File: config.mk
export PLATFORM = sky130hd
export DESIGN_NAME = run_sequencer_flat
export DESIGN_NICKNAME = d
export VERILOG_FILES = /design/src/rtl/hpu_pkg.sv /design/src/rtl/run_sequencer_if.sv /design/src/rtl/beat_counter.sv /design/src/rtl/run_sequencer.sv /design/src/flat_wrapper.sv
export SDC_FILE = /design/constraint.sdc
export NUM_CORES = 1
export LEC_CHECK = 0
export ABC_AREA = 1
export BUFFER_PORTS_ARGS = -buffer_cell sky130_fd_sc_hd__clkbuf_2
export CAP_MARGIN = 20
export CORE_UTILIZATION = 52
export DETAILED_ROUTE_END_ITERATION = 16
export GPL_TIMING_DRIVEN = 0
export PLACE_DENSITY = 0.78
export SKIP_LAST_GASP = 1
export SLEW_MARGIN = 20
export SYNTH_ARGS = -nofsm -noshare
export SYNTH_HDL_FRONTEND = slang
export SYNTH_SLANG_ARGS = --single-unit
File: constraint.sdc
create_clock -name clk -period 3.32 [get_ports clk]
set_clock_uncertainty 0.2 [all_clocks]
set_input_delay 0.498 -clock clk [delete_from_list [all_inputs] [get_ports clk]]
set_output_delay 0.498 -clock clk [all_outputs]
set_load 0.01 [all_outputs]
File: src/rtl/hpu_pkg.sv
`default_nettype none
// ============================================================================
// Module   : hpu_pkg
// Brief    : Shared types and default widths for the run sequencer slice.
// Revision : 1.0 - initial release
// ============================================================================
package hpu_pkg;

  localparam int COM_LEN_W_DEF = 8;
  localparam int DAT_LEN_W_DEF = 16;
  localparam int DRAIN_CYC_DEF = 4;

  // Job phases, explicitly encoded so waveforms read the same across builds.
  typedef enum logic [2:0] {
    IDLE  = 3'd0,
    COM   = 3'd1,
    RUN   = 3'd2,
    DRAIN = 3'd3,
    PUT   = 3'd4
  } seq_state_t;

  function automatic int max2(input int a, input int b);
    return (a > b) ? a : b;
  endfunction

endpackage
`default_nettype wire

File: src/rtl/run_sequencer_if.sv
`default_nettype none
// ============================================================================
// Module   : run_sequencer_if
// Brief    : Host job request, inbound stream and result handshake bundle.
// Revision : 1.0 - initial release
// ============================================================================
interface run_sequencer_if
  import hpu_pkg::*;
#(
  parameter int COM_LEN_W = COM_LEN_W_DEF,
  parameter int DAT_LEN_W = DAT_LEN_W_DEF
);

  logic                 start;
  logic [COM_LEN_W-1:0] com_len;
  logic [DAT_LEN_W-1:0] dat_len;
  logic                 get_valid;
  logic                 get_ready;
  logic                 com;
  logic                 run;
  logic                 get_c;
  logic                 get_v;
  logic                 exec;
  logic                 put_valid;
  logic                 put_ready;
  logic                 busy;
  logic                 done;

  // Host / stream source side
  modport master (
    output start, com_len, dat_len, get_valid, put_ready,
    input  get_ready, com, run, get_c, get_v, exec, put_valid, busy, done
  );

  // Sequencer side
  modport slave (
    input  start, com_len, dat_len, get_valid, put_ready,
    output get_ready, com, run, get_c, get_v, exec, put_valid, busy, done
  );

endinterface
`default_nettype wire

File: src/rtl/beat_counter.sv
`default_nettype none
// ============================================================================
// Module   : beat_counter
// Brief    : Clearable beat counter with terminal-count detect. The compare is
//            made on count+1 so an all-ones terminal completes without wrap.
// Revision : 1.0 - initial release
// ============================================================================
module beat_counter #(
  parameter int WIDTH = 16
) (
  input  wire logic             clk,
  input  wire logic             rst,
  input  wire logic             clear,
  input  wire logic             enable,
  input  wire logic [WIDTH-1:0] terminal,
  output logic                  last
);

  logic [WIDTH-1:0] r_count;
  logic [WIDTH-1:0] w_count_inc;

  assign w_count_inc = r_count + WIDTH'(1);
  assign last        = enable && (w_count_inc == terminal);

  // Count enabled beats; self-clear on the terminal beat so the next phase starts at 0.
  always_ff @(posedge clk or posedge rst) begin
    if (rst) begin
      r_count <= '0;
    end else if (clear || last) begin
      r_count <= '0;
    end else if (enable) begin
      r_count <= w_count_inc;
    end
  end

endmodule
`default_nettype wire

File: src/rtl/run_sequencer.sv
`default_nettype none
// ============================================================================
// Module   : run_sequencer
// Brief    : Job sequencer: accepts com words, then run words, drains the
//            datapath pipeline and presents a result handshake to the host.
// Revision : 1.0 - initial release
// ============================================================================
module run_sequencer
  import hpu_pkg::*;
#(
  parameter int COM_LEN_W = COM_LEN_W_DEF,
  parameter int DAT_LEN_W = DAT_LEN_W_DEF,
  parameter int DRAIN_CYC = DRAIN_CYC_DEF
) (
  input  wire logic      clk,
  input  wire logic      rst,
  run_sequencer_if.slave bus
);

  // One counter serves both beat phases and the drain, so it is as wide as
  // the wider length field.
  localparam int              CNT_W         = max2(COM_LEN_W, DAT_LEN_W);
  localparam logic [CNT_W-1:0] c_drain_term = CNT_W'(DRAIN_CYC);

  seq_state_t           r_state;
  seq_state_t           w_state_nxt;
  logic [COM_LEN_W-1:0] r_com_len;
  logic [DAT_LEN_W-1:0] r_dat_len;
  logic                 r_exec;
  logic                 r_done;

  logic                 w_get_ready;
  logic                 w_com;
  logic                 w_run;
  logic                 w_get_c;
  logic                 w_get_v;
  logic                 w_put_valid;
  logic                 w_busy;
  logic                 w_cnt_clear;
  logic                 w_cnt_en;
  logic [CNT_W-1:0]     w_cnt_term;
  logic                 w_cnt_last;

  assign w_get_c = bus.get_valid & w_get_ready & w_com;
  assign w_get_v = bus.get_valid & w_get_ready & w_run & ~w_com;

  // State register.
  always_ff @(posedge clk or posedge rst) begin
    if (rst) begin
      r_state <= IDLE;
    end else begin
      r_state <= w_state_nxt;
    end
  end

  // Next-state decode; zero-length phases are skipped straight from IDLE.
  always_comb begin
    w_state_nxt = r_state;
    case (r_state)
      IDLE: begin
        if (bus.start) begin
          if (bus.com_len != '0)      w_state_nxt = COM;
          else if (bus.dat_len != '0) w_state_nxt = RUN;
          else                        w_state_nxt = DRAIN;
        end
      end
      COM: begin
        if (w_get_c && w_cnt_last) w_state_nxt = (r_dat_len != '0) ? RUN : DRAIN;
      end
      RUN: begin
        if (w_get_v && w_cnt_last) w_state_nxt = DRAIN;
      end
      DRAIN: begin
        if (w_cnt_last) w_state_nxt = PUT;
      end
      PUT: begin
        if (bus.put_ready) w_state_nxt = IDLE;
      end
      default: w_state_nxt = IDLE;
    endcase
  end

  // Phase outputs decoded from the current state only.
  always_comb begin
    w_get_ready = 1'b0;
    w_com       = 1'b0;
    w_run       = 1'b0;
    w_put_valid = 1'b0;
    w_busy      = 1'b1;
    case (r_state)
      IDLE:  w_busy = 1'b0;
      COM: begin
        w_get_ready = 1'b1;
        w_com       = 1'b1;
      end
      RUN: begin
        w_get_ready = 1'b1;
        w_run       = 1'b1;
      end
      PUT:   w_put_valid = 1'b1;
      default: ;
    endcase
  end

  // Counter steering: beats in COM/RUN, free-running cycles in DRAIN, held clear otherwise.
  always_comb begin
    w_cnt_clear = 1'b0;
    w_cnt_en    = 1'b0;
    w_cnt_term  = '0;
    case (r_state)
      COM: begin
        w_cnt_en   = w_get_c;
        w_cnt_term = CNT_W'(r_com_len);
      end
      RUN: begin
        w_cnt_en   = w_get_v;
        w_cnt_term = CNT_W'(r_dat_len);
      end
      DRAIN: begin
        w_cnt_en   = 1'b1;
        w_cnt_term = c_drain_term;
      end
      default: w_cnt_clear = 1'b1;
    endcase
  end

  beat_counter #(
    .WIDTH (CNT_W)
  ) u_beat_counter (
    .clk      (clk),
    .rst      (rst),
    .clear    (w_cnt_clear),
    .enable   (w_cnt_en),
    .terminal (w_cnt_term),
    .last     (w_cnt_last)
  );

  // Capture job lengths only on an accepted start; later starts leave them untouched.
  always_ff @(posedge clk or posedge rst) begin
    if (rst) begin
      r_com_len <= '0;
      r_dat_len <= '0;
    end else if ((r_state == IDLE) && bus.start) begin
      r_com_len <= bus.com_len;
      r_dat_len <= bus.dat_len;
    end
  end

  // Compute strobe trails each accepted run word by one cycle; done trails the result handshake.
  always_ff @(posedge clk or posedge rst) begin
    if (rst) begin
      r_exec <= 1'b0;
      r_done <= 1'b0;
    end else begin
      r_exec <= w_get_v;
      r_done <= w_put_valid & bus.put_ready;
    end
  end

  assign bus.get_ready = w_get_ready;
  assign bus.com       = w_com;
  assign bus.run       = w_run;
  assign bus.get_c     = w_get_c;
  assign bus.get_v     = w_get_v;
  assign bus.exec      = r_exec & w_busy;
  assign bus.put_valid = w_put_valid;
  assign bus.busy      = w_busy;
  assign bus.done      = r_done;

endmodule
`default_nettype wire

File: src/flat_wrapper.sv
// flat-port wrapper written by rule: the top's interface ports become plain ports
module run_sequencer_flat import hpu_pkg::*;
#(
  parameter int COM_LEN_W = COM_LEN_W_DEF,
  parameter int DAT_LEN_W = DAT_LEN_W_DEF,
  parameter int DRAIN_CYC = DRAIN_CYC_DEF
)
  (clk, rst, bus_start, bus_com_len, bus_dat_len, bus_get_valid, bus_put_ready, bus_get_ready, bus_com, bus_run, bus_get_c, bus_get_v, bus_exec, bus_put_valid, bus_busy, bus_done);
  run_sequencer_if #(.COM_LEN_W(COM_LEN_W), .DAT_LEN_W(DAT_LEN_W)) bus_i ();
  input  wire logic clk;
  input  wire logic rst;
  input wire logic [$bits(bus_i.start)-1:0] bus_start;
  input wire logic [$bits(bus_i.com_len)-1:0] bus_com_len;
  input wire logic [$bits(bus_i.dat_len)-1:0] bus_dat_len;
  input wire logic [$bits(bus_i.get_valid)-1:0] bus_get_valid;
  input wire logic [$bits(bus_i.put_ready)-1:0] bus_put_ready;
  output wire logic [$bits(bus_i.get_ready)-1:0] bus_get_ready;
  output wire logic [$bits(bus_i.com)-1:0] bus_com;
  output wire logic [$bits(bus_i.run)-1:0] bus_run;
  output wire logic [$bits(bus_i.get_c)-1:0] bus_get_c;
  output wire logic [$bits(bus_i.get_v)-1:0] bus_get_v;
  output wire logic [$bits(bus_i.exec)-1:0] bus_exec;
  output wire logic [$bits(bus_i.put_valid)-1:0] bus_put_valid;
  output wire logic [$bits(bus_i.busy)-1:0] bus_busy;
  output wire logic [$bits(bus_i.done)-1:0] bus_done;
  assign bus_i.start = bus_start;
  assign bus_i.com_len = bus_com_len;
  assign bus_i.dat_len = bus_dat_len;
  assign bus_i.get_valid = bus_get_valid;
  assign bus_i.put_ready = bus_put_ready;
  assign bus_get_ready = bus_i.get_ready;
  assign bus_com = bus_i.com;
  assign bus_run = bus_i.run;
  assign bus_get_c = bus_i.get_c;
  assign bus_get_v = bus_i.get_v;
  assign bus_exec = bus_i.exec;
  assign bus_put_valid = bus_i.put_valid;
  assign bus_busy = bus_i.busy;
  assign bus_done = bus_i.done;
  run_sequencer #(.COM_LEN_W(COM_LEN_W), .DAT_LEN_W(DAT_LEN_W), .DRAIN_CYC(DRAIN_CYC)) u_core (.clk(clk), .rst(rst), .bus(bus_i));
endmodule
# --- Yosys cells after proc, flatten, opt, wreduce, memory -nomap -nowiden ---
# Cells that the tools add are included.
op_classes:
  muxes: 19
  add_sub_neg: 1
  reduce_logical: 13
  bitwise_logic: 7
  eq_ne: 10
op_table:
  columns: ["op", "n"]
  rows:
  - ["$pmux W16 S3", 1]
  - ["$mux W16", 2]
  - ["$reduce_bool A16 Y1", 2]
  - ["$mux W3", 6]
  - ["$add A16 B1 Y16 const B", 1]
  - ["$eq A16 B16 Y1", 1]
  - ["$pmux W3 S5", 1]
  - ["$mux W1", 8]
  - ["$reduce_bool A8 Y1", 1]
  - ["$and A1 B1 Y1", 6]
  - ["$eq A3 B2 Y1 const B", 2]
  - ["$ne A2 B2 Y1 const B", 3]
  - ["$reduce_and A5 Y1", 1]
  - ["$logic_and A1 B1 Y1", 4]
  - ["$ne A2 B1 Y1 const B", 2]
  - ["$eq A3 B1 Y1 const B", 1]
  - ["$eq A3 B3 Y1 const B", 1]
  - ["$logic_not A3 Y1", 1]
  - ["$pmux W1 S3", 1]
  - ["$reduce_or A3 Y1", 1]
  - ["$reduce_bool A2 Y1", 1]
  - ["$reduce_or A2 Y1", 1]
  - ["$logic_or A1 B1 Y1", 1]
  - ["$not A1 Y1", 1]
word_totals:
  wordCells: 56
  reg_bits: 45
  output_inout_bits: 9
  inputBits: 29

# --- Depth between registers and ports, before layout ---
# Gate-level depths: netlist of run 1.
logic_depth:
  word_depth: 11
  mapped_depth: 18

# --- Modules after synthesis ---
# A second synthesis of run 1 with hierarchy kept.
hier_totals:
  cells_unflattened: 450
  hier_area_um2: 3123.0
by_module_without_submodules:
  columns: ["module", "seq_area_each_um2", "area_per_inst_um2", "instances", "cells_per_inst"]
  rows:
  - ["beat_counter", 400.4, 1572.8, 1, 253]
  - ["run_sequencer", 725.7, 1550.2, 1, 197]

# --- Worst setup path after synthesis of run 1 ---
# No wires, ideal clock.
synth_path:
  path_type: "register -> register"
  from: "reg u_core.u_beat_counter.r_count[0]"
  to: "reg u_core.r_state[1]"
  setup_slack_ns: 1.244
  setup_ns: 0.117
  arrival_ns: 1.759
  period_less_slack_ns: 2.076
  stages_incl_launch_ff: 18
  path_cell_list: "dfrtp_1 -> ha_1 -> nand2_2 -> nor2_2 -> nand2_1 -> nand2_1 -> nand2_1 -> o21ai_2 -> nand2_1 -> nor2_1 -> nand3_1 -> nor2_1 -> nand2_1 -> nand2_2 -> buf_6 -> nand2_2 -> nand2_1 -> nand2_1"
synth_via:
  elab_chain_len: 6
synth_lines:
  columns: ["element", "line", "rtl"]
  rows:
  - ["start, declared", "beat_counter.sv:19", "logic [WIDTH-1:0] r_count;"]
  - ["start signal, assigned", "beat_counter.sv:32", "r_count <= w_count_inc;"]
  - ["$add A16 B1 Y16 (*)", "beat_counter.sv:22", "assign w_count_inc = r_count + WIDTH'(1);"]
  - ["$eq A16 B16 Y1 (*)", "beat_counter.sv:23", "assign last = enable && (w_count_inc == terminal);"]
  - ["$logic_and A1 B1 Y1 (*)", "beat_counter.sv:23", null]
  - ["$logic_and A1 B1 Y1, on equally long branches", "run_sequencer.sv:71, run_sequencer.sv:68", null]
  - ["$ne A2 B1 Y1 (no source line)", null, null]
  - ["$reduce_and A5 Y1 (no source line) (*)", null, null]
  - ["end signal, assigned", "run_sequencer.sv:52", "r_state <= w_state_nxt;"]
  - ["end, declared", "run_sequencer.sv:25", "seq_state_t r_state;"]
# Every way passes the cells marked *; elsewhere a longest branch is shown, timed or not.
# A chain may end at the register's enable or synchronous reset.

# --- Worst setup path after layout of run 1 ---
# Ends and elaborated chain as after synthesis.

==> flow_metrics.py, run 1 <==
metrics = {
    "job": {
        "maxCapViolCount": 0,
    },
    "power": {
        "combPwrFrac": 0.487,
        "p_leak_nw": 1.69,
        "p_int_mw": 1.28,
        "switching_share": 0.458,
        "netSwitchingPower_mw": 1.08,
        "ir_drop_mv": 0.410,
        "clkPwrFrac": 0.154,
        "power.total_mw": 2.37,
        "pwr-share-seq": 0.359,
        "powerDensity_nw_per_um2": 726,
    },
    "cts": {
        "cts_buffers": 5,
        "cts_setup_buffers": 0,
        "clk_pin_slew_ns": 0.08,
        "clock_latency_ns": 0.31,
        "clockBufferDepth": 2,
        "cts_tree": "yes",
        "numClockSinks": 45,
        "cts-root-buf": "clkbuf_8",
        "cts_max_level": 2,
        "post_cts_resize_count": 0,
    },
    "final_layout": {
        "layout-drive-gt1-share": 0.146,
        "design_area_um2": 3260,
        "regArea_um2": 1130,
        "fillers": 497,
        "nNetsFinal": 510,
        "finalNonFillerCells": 551,
        "area_delta_synth_final_pct": 14.0,
        "multi_input_comb_area_um2": 1410,
        "antenna_cells": 0,
    },
    "synth": {
        "yosysMostFrequentCell": "nand2_1",
        "seq_area_frac_synth": 0.394,
        "synth_area_leader_cell": "dfrtp_1",
        "yosys_register_bits": 45,
        "synth_fp_nets": 464,
        "synth.distinct_cells": 27,
        "syn_area_um2": 2860,
        "yosys-top-cells-count": "nand2_1, inv_1, nor2_1",
        "postSynthAreaPerCell_um2": 6.59,
        "ys_async_sr_fraction": 1.00,
        "ys_top_cells_by_area": "dfrtp_1, nand2_1, inv_1",
        "synth-main-ff-cell": "dfrtp_1",
        "synth_edf_count": 0,
        "synthCells": 434,
        "synth_top_area_frac": 0.394,
        "yosysWarnings": 0,
    },
    "hold_path": {
        "worstHoldPathCells": 3,
        "whs_endpoint": "u_core.bus.done",
        "hold_class": "in -> reg",
        "hp-start": "bus_put_ready",
    },
    "setup_path": {
        "worstRegToRegCells": 15,
        "worstPathRequired_ns": 3.32,
        "crit_path_max_fanout": 10,
        "start_kind": "flip-flop",
        "cp.arrival_ns": 2.48,
        "crit_type": "reg -> reg",
        "worstReg2RegStart": "u_core.u_beat_counter.r_count[0]",
        "r2r_setup_slack_ns": 0.84,
        "reg2reg_to": "u_core.r_state[1]",
        "crit_path_end_kind": "flip-flop",
    },
    "placed_design": {
        "dp_cells": 542,
        "dpl_cell_area_um2": 3150,
        "numPortBuffers": 37,
        "place_ws_ns": 0.876,
        "hpwl_um": 5550,
        "finalWeightedCongestion": 0.930,
    },
    "global_routing": {
        "grt_pass1_wl_um": 11900,
        "grt_pass1_vias": 2624,
        "antenna_found_initial": 0,
        "grt_use_total": 0.259,
        "grt_start_max_net_pins": 32,
        "grt_overflow": 0,
    },
    "drt": {
        "drt_iter0_drc": 196,
        "drc_errors": 0,
        "postRouteAntennaNets": 0,
        "wirelength_um": 6980,
        "via_per_inst": 5.16,
        "firstDrtPassIters": 5,
        "via_count": 2844,
        "routedWlPerCell_um": 12.7,
    },
    "sta": {
        "finalHoldViolCount": 0,
        "relSlewSlack": 0.693,
        "max_slew.worst_pin.slew_ns": 0.455,
        "setup_violations": 0,
        "finalMaxSlewViolations": 0,
        "layout_setup_ws_ns": 0.843,
        "min_period_ns": 2.48,
        "min_period_over_period": 0.746,
        "timing.fmax_ghz": 0.404,
        "rsz0062_at_grt": "no",
        "finalSetupTns_ns": 0,
    },
    "die": {
        "dieArea_um2": 5800,
        "rows": 26,
        "die_w_um": 76.2,
        "initial_core_util": 0.550,
        "io_pins": 38,
        "die_h_um": 76.2,
        "coreArea_um2": 5200,
    },
    "status": {
        "status": "finished clean",
    },
}
state kept, by name, summed over array words and instances, names as in the netlist:
register / flops
u_core.r_com_len: 8
u_core.r_dat_len: 16
u_core.u_beat_counter.r_count: 16
u_core.r_exec: 1
u_core.r_state: 3
u_core.bus.done: 1
metal layers:
layer | global-route usage | part of all wire | up-vias
met3 | 0.0407 | 0.055 | 10
met1 | 0.348 | 0.46 | 1278
met2 | 0.430 | 0.47 | 96
met5 | 0 | 0 | -
li1 | - | - | 1460
met4 | 0.0827 | 0.014 | 0
power by group through the flow:
stage / combinational [mW] / sequential [mW] / clock [mW]
after global placement: 1.11 / 0.846 / 0
final: 1.15 / 0.849 / 0.364
after global routing: 1.30 / 0.869 / 0.391
after floorplan: 0.854 / 0.813 / 0
after CTS: 1.15 / 0.845 / 0.369
after detailed placement: 1.14 / 0.855 / 0
worst max-delay path, stage by stage (launching register included):
cell and delay [ns]:
dfrtp_1 0.43, ha_1 0.25, nand3_1 0.17, o21ai_0 0.28, nand2_1 0.14, nand2_1 0.09, nand4_1 0.07, nor2_1 0.12
nand2_1 0.06, nor2_1 0.09, nand2_1 0.08, nand2_2 0.08, buf_6 0.14, nand2_2 0.06, nand2_1 0.06, nand2_1 0.05
cell families after synthesis:
family,after synthesis,synth area share
AO/OA/AOI/OAI,52,0.0967
XOR/XNOR,2,0.00613
adder cells (fa/ha/maj),1,0.00437
multiplexers,1,0.00394
flip-flops,45,0.394
buffers and inverters,80,0.113
AND/OR/NAND/NOR,253,0.382
cells in the final DEF, fill, tap and decap left out:
cell           count
clkbuf_8           6
o21ai_0           29
nor3_1             4
nand2_1          138
clkbuf_1           8
buf_12             1
nand3_1           28
o41ai_1            1
inv_2              4
a21oi_1           17
nor2_2             4
inv_1             64
clkbuf_2          37
o211ai_1           1
dlygate4sd3_1      1
mux2_2             1
nor2_1            47
buf_4              2
nand4_1           16
xor2_1             2
nand2_2            7
nand3b_1           4
o21ai_1            2
clkinv_2           1
o221a_2            1
o21ai_2            1
clkinv_4           1
buf_6              2
nor4_1             3
nand3_2            1
dfrtp_1           45
nor2_4             1
ha_1               1
layout make-up:
class	count	share of cell area
multi-input cells	309	0.433
flip-flops and latches	45	0.345
inverters	68	0.0783
repair buffers	39	0.0660
well taps	70	0.0269
clock buffers	6	0.0253
plain buffers	12	0.0207
clock inverters	2	0.00422
how the worst max path moves through the flow:
| stage | start | end | slack [ns] |
|---|---|---|---|
| after floorplan | u_core.u_beat_counter.r_count[0] | u_core.r_state[1] | 1.24 |
| after global routing | u_core.u_beat_counter.r_count[0] | u_core.r_state[1] | 0.59 |
| after detailed placement | u_core.u_beat_counter.r_count[0] | u_core.r_state[1] | 0.88 |
| final | u_core.u_beat_counter.r_count[0] | u_core.r_state[1] | 0.84 |
| after CTS | u_core.u_beat_counter.r_count[0] | u_core.r_state[1] | 0.86 |
| after global placement | u_core.u_beat_counter.r_count[0] | u_core.r_state[1] | 0.92 |
through the flow:
stage                      util  hold slack (ns)
after floorplan               -            0.253
after global placement    0.602            0.267
after detailed placement  0.606            0.272
after CTS                 0.626            0.209
after global routing      0.626            0.220
final                     0.626            0.208
repair_timing:
| item | 4_1_cts | 5_1_grt |
|---|---|---|
| endpoints found under the hold margin | 14 | 0 |
| hold buffers | 1 | 0 |
| setup endpoints to repair | 0 | 0 |
Note: power is estimated with default switching activity, not from simulation.
==> run 2: changes to the inputs <==
ABC_AREA = 0   (was 1)
clock period = 2.5 ns   (was 3.32 ns; I/O delays follow)
==> flow_metrics.py, run 2 <==
metrics = {
    "drt": {
        "wirelength_um": 7440,
        "postRouteAntennaNets": 0,
        "via_count": 2554,
        "drt_iter0_drc": 215,
        "drc_errors": 0,
        "via_per_inst": 5.88,
        "routedWlPerCell_um": 17.1,
        "firstDrtPassIters": 4,
    },
    "die": {
        "dieArea_um2": 5980,
        "die_h_um": 77.3,
        "coreArea_um2": 5470,
        "die_w_um": 77.3,
        "rows": 27,
        "initial_core_util": 0.539,
        "io_pins": 38,
    },
    "setup_path": {
        "crit_path_max_fanout": 10,
        "start_kind": "flip-flop",
        "reg2reg_to": "u_core.r_state[1]",
        "worstReg2RegStart": "u_core.r_state[1]",
        "cp.arrival_ns": 2.79,
        "worstPathRequired_ns": 2.51,
        "crit_path_end_kind": "flip-flop",
        "crit_type": "reg -> reg",
        "worstRegToRegCells": 10,
        "r2r_setup_slack_ns": -0.27,
    },
    "hold_path": {
        "whs_endpoint": "u_core.r_state[2]",
        "hp-start": "bus_put_ready",
        "worstHoldPathCells": 2,
        "hold_class": "in -> reg",
    },
    "cts": {
        "cts-root-buf": "clkbuf_8",
        "clockBufferDepth": 2,
        "cts_tree": "yes",
        "clk_pin_slew_ns": 0.09,
        "numClockSinks": 45,
        "cts_max_level": 2,
        "cts_buffers": 5,
        "clock_latency_ns": 0.30,
    },
    "power": {
        "ir_drop_mv": 0.602,
        "clkPwrFrac": 0.173,
        "netSwitchingPower_mw": 1.46,
        "p_leak_nw": 1.58,
        "switching_share": 0.380,
        "p_int_mw": 2.39,
        "combPwrFrac": 0.503,
        "powerDensity_nw_per_um2": 1060,
        "pwr-share-seq": 0.324,
    },
    "sta": {
        "min_period_ns": 2.77,
        "timing.fmax_ghz": 0.361,
        "setup_violations": 19,
        "max_slew.worst_pin.slew_ns": 0.537,
        "rsz0062_at_grt": "yes",
        "finalHoldViolCount": 0,
        "finalMaxSlewViolations": 0,
        "hold_slack_ns": 0.0785,
        "min_period_over_period": 1.11,
        "relSlewSlack": 0.642,
        "layout_setup_ws_ns": -0.273,
    },
    "global_routing": {
        "grt-busiest-layer": "met2",
        "grt_pass1_wl_um": 12800,
        "grt_overflow": 0,
        "antenna_found_initial": 0,
        "grt_start_max_net_pins": 26,
        "grt_use_met2": 0.432,
        "grt_use_total": 0.270,
        "grt_pass1_vias": 2607,
        "grtUsageMet3": 0.0388,
        "met1_usage": 0.375,
    },
    "synth": {
        "seq_area_frac_synth": 0.382,
        "synth_fp_nets": 332,
        "synth-simple-area-share": 0.259,
        "synth_edf_count": 0,
        "synthAdderAreaFrac": 0.00424,
        "synth_xor_area_frac": 0.106,
        "yosysWarnings": 0,
        "synth.distinct_cells": 62,
        "synthCells": 302,
        "yosys-top-cells-count": "dfrtp_1, nor2_1, mux2_2",
        "postSynthAreaPerCell_um2": 9.77,
        "yosysMostFrequentCell": "dfrtp_1",
        "ys_top_cells_by_area": "dfrtp_1, mux2_2, xnor2_1",
        "syn_area_um2": 2950,
        "synth.area.mux_share": 0.105,
        "yosys_register_bits": 45,
        "synth_compound_gate_area_share": 0.0962,
        "synth_top_area_frac": 0.382,
        "synth_top_family_by_area": "simple AND/OR/NAND/NOR gates",
        "ys_async_sr_fraction": 1.00,
        "synth-main-ff-cell": "dfrtp_1",
        "synth_area_leader_cell": "dfrtp_1",
    },
    "final_layout": {
        "finalNonFillerCells": 434,
        "nNetsFinal": 391,
        "antenna_cells": 0,
        "largestRegisters": "u_core.r_dat_len (16), u_core.u_beat_counter.r_count (16), u_core.r_com_len (8)",
        "area_delta_synth_final_pct": 23.2,
        "final_common_cell": "dfrtp_1",
        "layout-drive-gt1-share": 0.384,
        "final_cell_mix": "dfrtp_1, clkbuf_2, mux2_2",
    },
    "placed_design": {
        "numPortBuffers": 37,
        "dp_cells": 412,
        "hpwl_um": 5320,
        "finalWeightedCongestion": 0.917,
    },
    "job": {
        "maxCapViolCount": 0,
    },
    "status": {
        "status": "finished, violations left",
        "violations": "setup timing",
    },
}
==> run 2: changes by cell type after synthesis, sizes merged, moves of 6 or more <==
cell | before | now
xnor2 | 0 | 19
xor2 | 2 | 16
nor2 | 52 | 28
buf | 4 | 15
nand3 | 29 | 9
mux2 | 1 | 24
nand2 | 145 | 18
o21ai | 32 | 6
nor4 | 3 | 10
inv | 68 | 9
nor2b | 0 | 6
==> run 2: per-stage QoR <==
stage	area (um2)	setup slack [ns]	power, mW	TNS [ns]	util
detailed placement	3290	-0.530	2.93	-17.20	0.600
global placement	3270	-0.484	2.87	-16.08	0.597
CTS	3570	-0.228	3.79	-4.01	0.652
finish	3640	-0.273	3.85	-4.61	0.665
floorplan	2990	-0.149	2.52	-1.66	-
global route	3640	-0.459	4.08	-8.02	0.665
==> run 2: metal layers <==
layer  up-vias  share of wire
li1       1212              -
met4         0          0.017
met3        12          0.033
met2        51           0.48
met1      1279           0.47
met5         -              0
==> run 2: worst max-delay path, cell delays in order, from the launching register on <==
cell	delay, ns
dfrtp_1	0.42
clkbuf_4	0.19
nand3b_1	0.17
a21oi_1	0.27
xnor2_1	0.17
xnor2_1	0.09
or3_4	0.39
nor4_4	0.30
buf_4	0.19
xnor2_2	0.07
a221oi_2	0.23
==> run 2: worst max-delay path by stage <==
stage,from,endpoint,cells past startpoint
global route,u_core.u_beat_counter.r_count[5],u_core.r_state[1],10
detailed placement,u_core.r_state[2],u_core.u_beat_counter.r_count[0],11
CTS,u_core.r_state[0],u_core.u_beat_counter.r_count[1],11
global placement,u_core.r_state[2],u_core.u_beat_counter.r_count[13],11
finish,u_core.r_state[1],u_core.r_state[1],10
floorplan,u_core.u_beat_counter.r_count[0],u_core.u_beat_counter.r_count[0],11
==> run 2: layout make-up <==
type,count,area [um2]
Fill cell,466,1840
Multi-Input combinational cell,229,1790
Sequential cell,45,1130
Timing Repair Buffer,53,322
Buffer,18,133
Tap cell,72,90.1
Clock buffer,5,68.8
Clock inverter,3,68.8
Inverter,9,33.8
==> run 2: timing repair <==
| item | 4_1_cts | 5_1_grt |
|---|---|---|
| pin swaps | 15 | 6 |
| endpoints found under the setup margin | 39 | 35 |
| hold endpoints to repair | 20 | 0 |
| hold buffers | 1 | 0 |
| gates cloned | 2 | 0 |
| setup buffers | 6 | 6 |
| resized for setup | 24 | 10 |
==> run 2: power by group through the flow <==
stage	Sequential, mW	Combinational (mW)	Clock, mW
final	1.25	1.94	0.666
after global routing	1.28	2.10	0.707
after CTS	1.23	1.88	0.678
after detailed placement	1.23	1.70	0
after global placement	1.23	1.64	0
after floorplan	1.15	1.38	0
==> run 2: cell families after synthesis <==
| family | after synthesis |
|---|---|
| AND/OR/NAND/NOR | 127 |
| AO/OA/AOI/OAI | 38 |
| XOR/XNOR | 35 |
| buffers and inverters | 28 |
| multiplexers | 28 |
| flip-flops | 45 |
| adder cells (fa/ha/maj) | 1 |
